===== src/rtl/icon_pkg.sv =====
// Shared definitions for the icon scheduler: cell encodings, board geometry,
// FSM state encodings and the initial board layout.
package icon_pkg;

    typedef logic [2:0] cell_t;
    typedef logic [2:0] fsm_state_t;

    localparam cell_t EMPTY = 3'd0;
    localparam cell_t P1    = 3'd1;
    localparam cell_t P2    = 3'd2;
    localparam cell_t K1    = 3'd3;
    localparam cell_t K2    = 3'd4;

    localparam int unsigned BOARD_DIM = 8;
    localparam int unsigned NUM_CELLS = BOARD_DIM * BOARD_DIM;
    localparam int unsigned SQ_SHIFT  = 4;
    localparam logic [9:0]  BLANK_ROW = 10'd480;

    localparam fsm_state_t StIdle    = 3'd0;
    localparam fsm_state_t StUpdPend = 3'd1;
    localparam fsm_state_t StUpdWait = 3'd2;
    localparam fsm_state_t StClrRun  = 3'd3;
    localparam fsm_state_t StClrWait = 3'd4;

    // Starting layout: P2 on dark squares of rows 0-2, P1 on dark squares of rows 5-7.
    function automatic cell_t init_cell(input logic [5:0] idx);
        logic [2:0] r;
        logic [2:0] c;
        logic       dark;
        r    = idx[5:3];
        c    = idx[2:0];
        dark = r[0] ^ c[0];
        if (dark && r <= 3'd2) begin
            return P2;
        end else if (dark && r >= 3'd5) begin
            return P1;
        end
        return EMPTY;
    endfunction

    // Undefined encodings are stored as an empty cell.
    function automatic cell_t legal_cell(input logic [2:0] s);
        return (s <= K2) ? s : EMPTY;
    endfunction

endpackage


===== src/rtl/board_store.sv =====
// 64-entry x 3-bit board memory; resets to the starting layout, one write
// port and one combinational read port.
module board_store
    import icon_pkg::*;
(
    input  logic       clk,
    input  logic       reset,
    input  logic       we,
    input  logic [5:0] waddr,
    input  cell_t      wdata,
    input  logic [5:0] raddr,
    output cell_t      rdata
);

    cell_t cells_q [NUM_CELLS];

    // Cell storage with asynchronous reload of the starting layout.
    always_ff @(posedge clk or posedge reset) begin
        if (reset) begin
            for (int i = 0; i < int'(NUM_CELLS); i++) begin
                cells_q[i] <= init_cell(6'(i));
            end
        end else if (we) begin
            cells_q[waddr] <= wdata;
        end
    end

    assign rdata = cells_q[raddr];

endmodule


===== src/rtl/icon_scheduler.sv =====
// Icon scheduler: maps the video beam position to a board square for the icon
// renderer and serialises board updates/clears into vertical blank.
module icon_scheduler
    import icon_pkg::*;
(
    input  logic       clk,
    input  logic       reset,
    input  logic [9:0] vid_row,
    input  logic [9:0] vid_col,
    input  logic       upd_req,
    input  logic [5:0] upd_cell,
    input  logic [2:0] upd_state,
    output logic       upd_ack,
    input  logic       clr_req,
    output logic       clr_done,
    output logic       busy,
    output logic [7:0] locX,
    output logic [7:0] locY,
    output logic [7:0] icon_state
);

    fsm_state_t state_q, state_d;
    logic [5:0] cell_q, cell_d;
    cell_t      val_q, val_d;
    logic [5:0] cnt_q, cnt_d;

    logic       we;
    logic [5:0] waddr;
    cell_t      wdata;
    cell_t      rdata;

    // Scaled coords are vid >> 2; the square index is scaled >> SQ_SHIFT, so
    // the raw bits used are [8:6] and bit 9 flags scaled >= 128.
    logic       blank;
    logic       on_board;
    logic [2:0] rd_row;
    logic [2:0] rd_col;
    logic       unused_col;

    assign blank      = (vid_row >= BLANK_ROW);
    assign on_board   = ~vid_row[9] & ~vid_col[9];
    assign rd_row     = vid_row[SQ_SHIFT+4:SQ_SHIFT+2];
    assign rd_col     = vid_col[SQ_SHIFT+4:SQ_SHIFT+2];
    assign unused_col = ^vid_col[5:0];
    assign busy       = (state_q != StIdle);

    board_store u_board (
        .clk   (clk),
        .reset (reset),
        .we    (we),
        .waddr (waddr),
        .wdata (wdata),
        .raddr ({rd_row, rd_col}),
        .rdata (rdata)
    );

    // Next-state logic; all board writes are gated by vertical blank.
    always_comb begin
        state_d  = state_q;
        cell_d   = cell_q;
        val_d    = val_q;
        cnt_d    = cnt_q;
        we       = 1'b0;
        waddr    = cnt_q;
        wdata    = EMPTY;
        upd_ack  = 1'b0;
        clr_done = 1'b0;
        case (state_q)
            StIdle: begin
                if (clr_req) begin
                    cnt_d   = 6'd0;
                    state_d = StClrRun;
                end else if (upd_req) begin
                    cell_d  = upd_cell;
                    val_d   = legal_cell(upd_state);
                    state_d = StUpdPend;
                end
            end
            StUpdPend: begin
                if (blank) begin
                    we      = 1'b1;
                    waddr   = cell_q;
                    wdata   = val_q;
                    upd_ack = 1'b1;
                    state_d = StUpdWait;
                end
            end
            StUpdWait: begin
                if (!upd_req) state_d = StIdle;
            end
            StClrRun: begin
                if (blank) begin
                    we    = 1'b1;
                    waddr = cnt_q;
                    wdata = init_cell(cnt_q);
                    if (cnt_q == 6'(NUM_CELLS - 1)) begin
                        clr_done = 1'b1;
                        cnt_d    = 6'd0;
                        state_d  = StClrWait;
                    end else begin
                        cnt_d = cnt_q + 6'd1;
                    end
                end
            end
            StClrWait: begin
                if (!clr_req) state_d = StIdle;
            end
            default: state_d = StIdle;
        endcase
    end

    // FSM and request-latch registers.
    always_ff @(posedge clk or posedge reset) begin
        if (reset) begin
            state_q <= StIdle;
            cell_q  <= 6'd0;
            val_q   <= EMPTY;
            cnt_q   <= 6'd0;
        end else begin
            state_q <= state_d;
            cell_q  <= cell_d;
            val_q   <= val_d;
            cnt_q   <= cnt_d;
        end
    end

    // Renderer outputs, one cycle behind the beam; position holds off-board.
    always_ff @(posedge clk or posedge reset) begin
        if (reset) begin
            locX       <= 8'd0;
            locY       <= 8'd0;
            icon_state <= 8'd0;
        end else if (on_board) begin
            locX       <= {rd_col, 4'b0000};
            locY       <= {rd_row, 4'b0000};
            icon_state <= {5'd0, rdata};
        end else begin
            icon_state <= 8'd0;
        end
    end

endmodule


===== config.mk =====
export PLATFORM = sky130hd
export DESIGN_NAME = icon_scheduler
export DESIGN_NICKNAME = d
export VERILOG_FILES = /design/src/rtl/icon_pkg.sv /design/src/rtl/board_store.sv /design/src/rtl/icon_scheduler.sv
export SDC_FILE = /design/constraint.sdc
export NUM_CORES = 1
export LEC_CHECK = 0
export CAP_MARGIN = 20
export CORE_UTILIZATION = 65
export CTS_CLUSTER_SIZE = 28
export DETAILED_ROUTE_END_ITERATION = 10
export GPL_ROUTABILITY_DRIVEN = 1
export PLACE_DENSITY = 0.94
export SLEW_MARGIN = 20
export SYNTH_ARGS = -nofsm -noshare
export SYNTH_HDL_FRONTEND = slang
export SYNTH_HIERARCHICAL = 1
export SYNTH_SLANG_ARGS = --single-unit

===== constraint.sdc =====
create_clock -name clk -period 19.6 [get_ports clk]
set_clock_uncertainty 0.15 [all_clocks]
set_input_delay 3.92 -clock clk [delete_from_list [all_inputs] [get_ports clk]]
set_output_delay 3.92 -clock clk [all_outputs]
set_load 0.005 [all_outputs]

# Yosys cells after proc, flatten, opt, wreduce, memory -nomap -nowiden
# Cells that the tools add are included.
[word_totals]
ff_bits = 224
in_bits = 33
out_inout_bits = 27
word_cells = 146
[classes]
n_addsub = 1
n_lt_le_gt_ge = 7
n_eq_ne = 12
n_mux = 38
bitwise_logic = 7
reduce_logical = 10
[ops]
columns = ["cell", "n"]
rows = [
  ["$bwmux 192", 1],
  ["$mux 3", 17],
  ["$mux 6", 5],
  ["$bmux 3 s6", 1],
  ["$demux 3 s6", 1],
  ["$pmux 3 s5", 1],
  ["$ge 7x7->1 const B", 2],
  ["$not 6->7", 2],
  ["$ne 2x2->1 const B", 6],
  ["$pmux 6 s2", 1],
  ["$ge 10x9->1 const B", 1],
  ["$mux 1", 10],
  ["$lt 7x1->1 const B", 1],
  ["$add 6x1->6 const B", 1],
  ["$eq 3x2->1 const B", 2],
  ["$eq 6x6->1 const B", 1],
  ["$pmux 3 s2", 1],
  ["$reduce_and 3->1", 2],
  ["$reduce_and 6->1", 1],
  ["$eq 3x1->1 const B", 1],
  ["$eq 3x3->1 const B", 1],
  ["$ge 3x3->1 const B", 1],
  ["$le 3x2->1 const B", 1],
  ["$le 3x3->1 const B", 1],
  ["other kinds (9)", 13],
]

# Depth between registers and ports, before layout
[depth]
ltp_word = 10
mapped_depth = 10
mapped_depth_nobuf = 7

# Hierarchy
# Netlist, hierarchy kept.
[modules_own_cells]
columns = ["mod", "instances", "cells_each", "area_each_um2"]
rows = [
  ["board_store", 1, 638, 9292.7],
  ["icon_scheduler", 1, 151, 1531.5],
]

# Worst setup path after synthesis
# No wires, ideal clock.
[synth_path]
path_type = "input-to-output"
startpoint = "input port vid_row[5]"
endpoint = "output port upd_ack"
arrival_ns = 4.502
required_ns = 15.530
slack_ns = 11.028
cell_stages = 2
path_cell_list = "a41oi_1 > nor3_4"
[synth_via]
elab_chain_len = 3
[synth_rtl]
columns = ["element", "line_no", "text"]
rows = [
  ["from (decl)", "icon_scheduler.sv:8", "input logic [9:0] vid_row,"],
  ["$ge 10x9->1", "icon_scheduler.sv:40", "assign blank = (vid_row >= BLANK_ROW);"],
  ["$mux 1", "icon_scheduler.sv:80", "if (blank) begin"],
  ["$mux 1", "icon_scheduler.sv:68", "case (state_q)"],
  ["to (decl)", "icon_scheduler.sv:13", "output logic upd_ack,"],
]
# Every way passes these cells.

# Worst setup path in the final report
[layout_path]
startpoint = "input port vid_row[6]"
endpoint = "output port upd_ack"
# Same word-level chain as after synthesis.

==> Implementation_results.wiki <==
{| class="wikitable"
! Metric !! Value
|-
| Largest net degree at the start of global routing || 106
|-
| Detailed-route via count || 7154
|-
| Static power due to leakage || 5.53 nW
|-
| Maximum ir drop on the vdd rail || 0.0827 mV
|-
| Worst Path Buf+Inv || 2
|-
| Setup repair after global routing missed its margin || false
|-
| Synthesis-to-finish area growth || 10.4%
|-
| Cells taking the most area after synthesis || dfrtp_1, mux2_2, mux4_2
|-
| Setup WS pre-CTS || 9.05 ns
|-
| Post-synthesis area per instance || 13.7 um2
|-
| Arrival @ worst endpoint || 6.52 ns
|-
| Fraction of registers with async set or reset after synthesis || 1.00
|-
| Yosys synthesis warning count || 6
|-
| Met1 usage || 0.402
|-
| Post-route fraction of the period consumed by the critical path || 0.540
|-
| Total number of H-tree levels || 1
|-
| Number of cells produced by synthesis || 789
|-
| Compound-cell area share of the yosys netlist || 0.0286
|-
| Final worst setup slack || 9.01 ns
|-
| Combinational family with the most area after synthesis || multiplexers
|-
| Final RePlAce weighted congestion || 0.851
|-
| Number of global-route vias before repair || 7520
|-
| CTS Hold Buffers Added || 0
|-
| Layer with the highest usage after global routing || met2
|-
| Global-route met3 utilization || 0.0680
|-
| Detailed-route wire length || 26500 um
|-
| CP Capture Type || primary output
|-
| Number of nets with antenna violations after routing || 0
|-
| Area of the mapped netlist || 10800 um2
|-
| Half-perimeter wire length after detailed placement || 15600 um
|-
| Startpoint type of the worst setup path || primary input
|-
| Source-to-sink clock delay at the later pin of the worst-skew pair || 0.53 ns
|-
| Sequential element share of the synthesized area || 0.509
|-
| Max frequency || 0.0944 GHz
|-
| Setup violation total in the final timing report || 0
|-
| Clock root buffer || clkbuf_16
|-
| Commonest non-fill, non-tap cells in the layout || mux2_2, dfrtp_1, nand2_1, nor2_1, mux4_2
|-
| Max-slew headroom || 0.310
|-
| Final count of pins violating max slew || 0
|-
| Number of max-cap violations || 0
|-
| Count of endpoints failing hold in the final timing report || 0
|-
| Number of buffers added by the clock tree synthesis step || 23
|-
| Starting density of the core || 0.674
|-
| Grt ovf || 0
|-
| Final min period || 10.59 ns
|-
| Overall Global Routing Usage || 0.327
|-
| Result of the run || finished clean
|-
| Clock sink count || 219
|-
| Post-synthesis register bit count || 219
|-
| Library cell contributing the largest single delay on the critical path || clkdlybuf4s50_1
|-
| Post-synthesis adder-cell area fraction || 0.00116
|-
| Slew at the pin closest to its max-slew limit || 1.03 ns
|-
| Cell type with the highest occurrence count on the critical path || clkdlybuf4s50_1
|-
| Die X-Extent || 131 um
|-
| Routed vias/inst || 6.90
|-
| GR met2 Demand/Resource || 0.536
|-
| Overall die height || 131 um
|-
| Ratio of cells with drive above 1 in the final layout || 0.402
|-
| Fraction of synthesized cell area in xor and xnor cells || 0
|-
| Total number of nets in the final design || 838
|-
| Top-level port count || 60
|-
| Data required, critical path || 15.53 ns
|-
| Simple-gate share of the synthesized area || 0.0870
|-
| Initial drt markers || 694
|-
| Power density cells || 98.2 nW/um2
|-
| Critical Path Fanout Max || 19
|-
| Count of buffers from port buffering || 33
|-
| WL per Instance || 25.5 um
|-
| Peak per-stage delay on the critical path || 1.01 ns
|-
| Count of unique library cells instantiated by Yosys || 59
|-
| ANT cells || 0
|-
| Setup CP Type || in2out
|-
| Number of resized instances in the post-cts repair step || 0
|-
| Core Footprint || 16100 um2
|-
| Family with the most delay on the worst path || buffers and inverters
|-
| Leading area contributor after synthesis || dfrtp_1
|-
| Number of flops mapped to enable cells by yosys || 0
|-
| DRT Pass-1 Iters || 5
|-
| Clock slew seen by the registers of the worst setup and hold paths || 0.06 ns
|-
| Most common cell after layout, fill and taps aside || mux2_2
|-
| Number of antenna violations at the first check in global routing || 0
|-
| Multiplexer area fraction after synthesis || 0.339
|-
| Path category of the worst min-delay check || reg2reg
|-
| First-pass GRT wire length || 41500 um
|-
| Full die area || 17200 um2
|-
| Buffer levels on the longest clock path || 3
|-
| Count of standard-cell rows || 46
|-
| Chain of cells forming the critical path || clkdlybuf4s50_1 -> a41oi_1 -> nor3_4 -> clkdlybuf4s50_1
|-
| TritonCTS clock tree || built
|-
| Synth top area share || 0.451
|-
| Commonest register cell after synthesis || dfrtp_1
|-
| Setup TNS || 0 ns
|-
| Number of buffers added for setup after CTS || 0
|-
| Number of remaining DRC errors || 0
|}
state kept, by name, indices dropped and copies added, names as in the netlist:
signal / flops
u_board/cells_q: 192
cell_q: 6
state_q: 3
icon_state: 3
val_q: 3
cnt_q: 6
locX: 3
locY: 3
per-layer routing:
metal  vias up  wire length, um
li1       2908                -
met1      3688             9890
met2       431            13000
met5         -                0
met3       127             2150
met4         0             1390
final timing paths:
path	depth (start not counted)	from	endpoint	slack, ns
worst min-delay path	1	u_board/cells_q[183]	u_board/cells_q[183]	0.35
max in group asynchronous	3	reset	u_board/cells_q[88]	14.15
worst max-delay path	4	vid_row[6]	upd_ack	9.01
worst min register to register	1	u_board/cells_q[183]	u_board/cells_q[183]	0.35
worst max register to register	7	state_q[2]	u_board/cells_q[70]	15.91
min in group asynchronous	2	reset	icon_state[0]	3.79
logic make-up (layout without fill, tap and decap cells):
| kind of cell | count (synthesis) | after routing |
|---|---|---|
| muxes | 277 | 277 |
| DFF | 219 | 219 |
| and+or+nand+nor | 176 | 176 |
| buffers and inverters | 69 | 87 |
| AOI/OAI and AO/OA | 46 | 46 |
| adders and majority gates | 1 | 1 |
| other | 1 | 15 |
report_power, final:
part / internal (mW) / total [mW] / switching [mW]
registers: 0.489 / 0.521 / 0.0325
logic: 0.0833 / 0.220 / 0.136
clock network: 0.257 / 0.433 / 0.176
total: 0.829 / 1.17 / 0.345
through the flow:
stage	hold WS [ns]	area (um2)	util	cells	total power, mW
global placement	0.319	11200	0.697	995	0.723
detailed placement	0.333	11200	0.697	995	0.738
finish	0.350	12000	0.744	1037	1.17
floorplan	0.292	10900	-	803	0.674
global route	0.364	12000	0.744	1037	1.22
CTS	0.351	11900	0.744	1037	1.17
area by class of cell:
type,count,area [um2]
flip-flops and latches,219,5510
multi-input cells,515,5010
fillers,882,4110
clock buffers,35,651
repair buffers,41,384
well taps,216,270
clock inverters,7,100
inverters,4,20.0
cell usage after synthesis (12+ instances only):
cell type	n
buf_4	18
dfstp_2	24
mux2i_1	15
mux4_1	13
dfrtp_1	195
nand2_1	55
o21ai_0	12
nor2_1	44
mux2_2	213
nand3b_1	12
mux4_2	33
clkbuf_1	28
worst reg2reg max path, cell delays in order, from the launching register on:
cell,delay [ns]
dfrtp_1,0.49
nand2b_1,0.27
nor3_4,0.40
mux2_2,0.52
nand2b_1,0.26
nor3_2,0.76
nand2_1,0.33
mux2_1,0.40
(Power assumes the default switching activity.)
